===== config.mk =====
export PLATFORM = sky130hd
export DESIGN_NAME = prio_enc_arb
export DESIGN_NICKNAME = d
export VERILOG_FILES = /design/src/rtl/prio_enc_arb.sv
export SDC_FILE = /design/constraint.sdc
export NUM_CORES = 1
export LEC_CHECK = 0
export CAP_MARGIN = 25
export CORE_ASPECT_RATIO = 2
export CORE_MARGIN = 2
export CORE_UTILIZATION = 35
export CTS_CLUSTER_SIZE = 30
export DETAILED_ROUTE_END_ITERATION = 16
export PLACE_DENSITY = 0.66
export SLEW_MARGIN = 20
export SYNTH_ARGS = -nofsm -noshare
export SYNTH_HDL_FRONTEND = slang
export SYNTH_SLANG_ARGS = --single-unit
export TNS_END_PERCENT = 5

===== constraint.sdc =====
create_clock -name clk -period 2.1 [get_ports clk]
set_input_delay 0.21 -clock clk [delete_from_list [all_inputs] [get_ports clk]]
set_output_delay 0.21 -clock clk [all_outputs]
set_load 0.005 [all_outputs]

===== src/rtl/prio_enc_arb.sv =====
// prio_enc_arb: registered priority encoder / arbiter.
//
// Picks one active line of req, either by fixed priority (highest index wins)
// or round-robin (the last granted index drops to lowest priority). The
// winner is registered and held as index + one-hot under a valid/ready
// handshake. A completed handshake can load the next winner in the same
// cycle, so grants can run back to back with no bubble.
//
// Ports:
//   clk        system clock, rising edge
//   rst        synchronous active-high reset
//   en         allows a new grant to start
//   mode       0 = fixed priority, 1 = round-robin
//   req        request vector, bit i = requester i active
//   out_ready  consumer accepts the current grant
//   out_valid  grant present
//   out_idx    granted index (holds its last value while invalid)
//   out_onehot one-hot grant, zero while invalid
module prio_enc_arb #(
  parameter int unsigned N     = 8,
  parameter int unsigned IDX_W = $clog2(N)
) (
  input  logic             clk,
  input  logic             rst,
  input  logic             en,
  input  logic             mode,
  input  logic [N-1:0]     req,
  input  logic             out_ready,
  output logic             out_valid,
  output logic [IDX_W-1:0] out_idx,
  output logic [N-1:0]     out_onehot
);

  typedef enum logic [0:0] {StIdle, StHold} state_e;

  state_e           state_q, state_d;
  logic             valid_q, valid_d;
  logic [IDX_W-1:0] idx_q, idx_d;
  logic [N-1:0]     oh_q, oh_d;
  logic [IDX_W-1:0] last_q, last_d;

  logic             load;
  logic [IDX_W-1:0] base;
  logic [N-1:0]     low;
  logic [N-1:0]     pick;
  logic [IDX_W-1:0] win_idx;
  logic [N-1:0]     win_oh;

  assign load = en & (|req);

  // At a handshake the grant being completed becomes the new last-grant, so
  // the round-robin base must already be idx_q rather than the stale last_q.
  assign base = (state_q == StHold) ? idx_q : last_q;

  // Round-robin order is base-1 down to 0, then N-1 down to base. That equals
  // fixed priority over the requests below base, falling back to fixed
  // priority over the whole vector when none are pending there.
  always_comb begin
    low  = '0;
    pick = req;
    if (mode) begin
      for (int i = 0; i < N; i++) begin
        low[i] = req[i] & (IDX_W'(i) < base);
      end
      if (|low) pick = low;
    end
    win_idx = '0;
    win_oh  = '0;
    for (int i = 0; i < N; i++) begin
      if (pick[i]) begin
        win_idx   = IDX_W'(i);
        win_oh    = '0;
        win_oh[i] = 1'b1;
      end
    end
  end

  always_comb begin
    state_d = state_q;
    valid_d = valid_q;
    idx_d   = idx_q;
    oh_d    = oh_q;
    last_d  = last_q;
    unique case (state_q)
      StIdle: begin
        if (load) begin
          valid_d = 1'b1;
          idx_d   = win_idx;
          oh_d    = win_oh;
          state_d = StHold;
        end
      end
      StHold: begin
        if (out_ready) begin
          last_d = idx_q;
          if (load) begin
            idx_d = win_idx;
            oh_d  = win_oh;
          end else begin
            valid_d = 1'b0;
            oh_d    = '0;
            state_d = StIdle;
          end
        end
      end
    endcase
  end

  always_ff @(posedge clk) begin
    if (rst) begin
      state_q <= StIdle;
      valid_q <= 1'b0;
      idx_q   <= '0;
      oh_q    <= '0;
      last_q  <= '0;
    end else begin
      state_q <= state_d;
      valid_q <= valid_d;
      idx_q   <= idx_d;
      oh_q    <= oh_d;
      last_q  <= last_d;
    end
  end

  assign out_valid  = valid_q;
  assign out_idx    = idx_q;
  assign out_onehot = oh_q;

endmodule


==> results.sh <==
export IMPL_status="complete, but fails checks"
export IMPL_violations="setup timing"
export IMPL_final_cell_area_um2=1615
export IMPL_critPathBufInv=1
export IMPL_utilization_pct=58.31
export IMPL_cpPeakStageDelay_ps=490
export IMPL_worstSkewPairLatency_ps=250
export IMPL_grt_max_degree=17
export IMPL_path_clk_slew_ps=60
export IMPL_irDropWorstVdd_uv=426.9
export IMPL_place_worst_setup_slack_ps=-376.5
export IMPL_dpl_hpwl_um=2605
export IMPL_dieWidth_um=42.08
export IMPL_synth_area_um2=1015
export IMPL_cts_buffers=3
export IMPL_grt_pass1_wl_um=5340
export IMPL_crit_path_end_kind="flip-flop"
export IMPL_routabilityCongestion=0.9130
export IMPL_relSlewSlack_pct=61.66
export IMPL_worstReg2RegEnd="out_onehot[0]$_SDFFE_PP0P_"
export IMPL_yosysTopAreaCellShare_pct=31.57
export IMPL_die_area_um2=3372
export IMPL_r2r_slack_ps=-150
export IMPL_holdPathEnd="out_onehot[0]$_SDFFE_PP0P_"
export IMPL_wire_per_inst_um=14.74
export IMPL_yosysSeqAreaShare_pct=31.57
export IMPL_track_usage_pct=20.55
export IMPL_layout_setup_ws_ps=-149.1
export IMPL_grt_pass1_vias=1269
export IMPL_synth_edf_count=0
export IMPL_setup_viol=6
export IMPL_vias=1231
export IMPL_path_delay_family="compound AO/OA/AOI/OAI gates"
export IMPL_cp_max_fo=4
export IMPL_synth_fp_nets=145
export IMPL_ys_ff_latch=16
export IMPL_fill_cells=283
export IMPL_syn_inst=132
export IMPL_power_mw=0.8744
export IMPL_slew_violations=0
export IMPL_clock_root_buffer="clkbuf_8"
export IMPL_worstHoldPathType="flip-flop to flip-flop"
export IMPL_cp_required_ps=2270
export IMPL_routed_wl_um=3229
export IMPL_core_rowCount=27
export IMPL_drive_gt1_share_pct=25.79
export IMPL_arrival_ps=2420
export IMPL_vias_per_cell=5.621
export IMPL_clock_skew_ps=1.853
export IMPL_io_pins=25
export IMPL_p_leak_nw=0.6242
export IMPL_hold_violations=0
export IMPL_ys_async_sr_fraction_pct=0
export IMPL_period_share_pct=107.1
export IMPL_hold_ws_ps=456.8
export IMPL_period_needed_ps=2249
export IMPL_syn2layout_area_growth_pct=59.19
export IMPL_min_path_cells=2
export IMPL_synthTopCellsByArea="dfxtp_1, a21oi_1, nand2_1, nor2_1, a32oi_1"
export IMPL_ff2ff_path_depth=8
export IMPL_path_class="flip-flop to flip-flop"
export IMPL_yosysUniqueCellTypes=41
export IMPL_power_density_nw_per_um2=541.3
export IMPL_placed_area_um2=1530
export IMPL_ant_nets=0
export IMPL_rsz0062_at_grt="true"
export IMPL_yosysWarnings=0
export IMPL_clockBufferDepth=2
export IMPL_holdCritStartpoint="out_onehot[0]$_SDFFE_PP0P_"
export IMPL_drt_iter0_drc=26
export IMPL_drc=0
export IMPL_syn_avg_cell_area_um2=7.687
export IMPL_start_util_pct=36.63
export IMPL_maxCapViolCount=0
export IMPL_cts_sinks=16
export IMPL_cts_setup_buffers=0
export IMPL_start_kind="flip-flop"
export IMPL_cts_tree="done"
export IMPL_drt_pass1_iterations=4
export IMPL_antenna_cells=0
export IMPL_path_cells="mux2i_2 -> buf_4 -> o32ai_4 -> a21oi_2 -> and2_4 -> o31a_1 -> or4_1 -> a21oi_1"
export IMPL_r2r_start="out_idx[0]$_SDFFE_PP0P_"
export IMPL_grt_overflow_total=0
export IMPL_yosys_area_top_type="dfxtp_1"
export IMPL_core_area_um2=2770
export IMPL_crit_slowest_cell="or4_1"
export IMPL_antenna_found_initial=0
export IMPL_synth_ff_type="dfxtp_1"
export IMPL_nNetsFinal=204
export IMPL_io_buffers=24
export IMPL_worst_slew_pin_slew_ps=573.3
export IMPL_max_freq_mhz=444.6
export IMPL_cts_max_level=1
export IMPL_die_h_um=80.15
## placed cells by master, fill, tap and decap left out, drive strengths merged
master	n
o32ai	1
dfxtp	16
o311ai	1
or3b	1
a2bb2oi	1
a311oi	1
o221ai	1
a21o	1
mux2	1
nor2	16
nor3	2
nor4	1
clkdlybuf4s50	24
o31ai	1
nand2b	2
a222oi	1
a31oi	1
o21ai	7
o31a	2
or4	1
and2	3
a211oi	3
inv	6
a22oi	2
a21oi	15
nand3	7
o22ai	1
nor3b	1
nand2	16
a21boi	3
clkbuf	4
o21a	3
mux2i	4
a32oi	4
nand4	2
buf	34
## registers in the layout, summed over array words and instances (netlist names)
name / flops
out_valid: 1
out_onehot: 8
out_idx: 3
last_q: 3
state_q: 1
## synthesized netlist by cell type, types with 2 or more instances
| cell type | n |
|---|---|
| a211oi_1 | 3 |
| a21boi_0 | 2 |
| a21oi_1 | 13 |
| a21oi_2 | 2 |
| a22oi_1 | 2 |
| a32oi_1 | 4 |
| and2_1 | 2 |
| clkbuf_1 | 2 |
| dfxtp_1 | 16 |
| inv_1 | 6 |
| mux2i_1 | 3 |
| nand2_1 | 16 |
| nand2b_1 | 2 |
| nand3_1 | 7 |
| nand4_1 | 2 |
| nor2_1 | 16 |
| nor3_1 | 2 |
| o21a_1 | 3 |
| o21ai_0 | 6 |
| o31a_1 | 2 |
## worst max-delay path by stage
stage,from,to,slack [ps],depth (start not counted)
6_report,out_idx[0]$_SDFFE_PP0P_,out_onehot[0]$_SDFFE_PP0P_,-150,8
5_1_grt,state_q$_SDFF_PP0_,out_idx[1]$_SDFFE_PP0P_,-250,10
4_1_cts,state_q$_SDFF_PP0_,out_onehot[0]$_SDFFE_PP0P_,-130,8
3_5_place_dp,req[0],out_onehot[0]$_SDFFE_PP0P_,-380,9
3_3_place_gp,req[0],out_onehot[0]$_SDFFE_PP0P_,-310,9
2_1_floorplan,state_q$_SDFF_PP0_,out_onehot[0]$_SDFFE_PP0P_,-10,8
## power by group
part | internal, mW | switching, mW | total [mW]
Clock | 0.166 | 0.101 | 0.267
Sequential | 0.317 | 0.0136 | 0.331
Combinational | 0.148 | 0.128 | 0.276
Total | 0.631 | 0.243 | 0.874
## cell families after synthesis
| group | after synthesis | share of synthesized area, % |
|---|---|---|
| AOI/OAI and AO/OA | 49 | 34.77 |
| DFF | 16 | 31.57 |
| buffers and inverters | 10 | 4.439 |
| and+or+nand+nor | 52 | 23.80 |
| muxes | 5 | 5.425 |
## repair_timing
item | 4_1_cts | 5_1_grt
hold buffers | 0 | 0
setup endpoints to repair | 11 | 11
resized for setup | 4 | 4
hold endpoints to repair | 0 | 0
gates cloned | 0 | 0
## worst min-delay path, delay by kind of cell, from the launching register on
family          cells  cell delay [ps]
flops               1              310
simple gates        1               50
compound gates      1               50
## per-layer routing
metal | vias to the layer above | part of all wire, % | global-route usage, %
li1 | 612 | - | -
met1 | 573 | 38 | 20.14
met2 | 34 | 55 | 39.38
met3 | 12 | 3.3 | 2.697
met4 | 0 | 3.8 | 12.19
met5 | - | 0 | 0
## through the flow
| stage | setup TNS (ps) | instances |
|---|---|---|
| 2_1_floorplan | -14.01 | 132 |
| 3_3_place_gp | -1936 | 215 |
| 3_5_place_dp | -2363 | 215 |
| 4_1_cts | -332.1 | 219 |
| 5_1_grt | -1743 | 219 |
| 6_report | -377.8 | 219 |
## cell type report
type / instances / area, um^2 / area share [%]
inverter: 6 / 22.52 / 1.394
sequential: 16 / 324.1 / 20.06
tap: 29 / 36.28 / 2.246
clock buffer: 4 / 55.05 / 3.408
timing repair buffer: 58 / 499.2 / 30.91
multi-input combinational: 106 / 678.2 / 41.98
No activity file was read; power rests on OpenSTA's default activity.
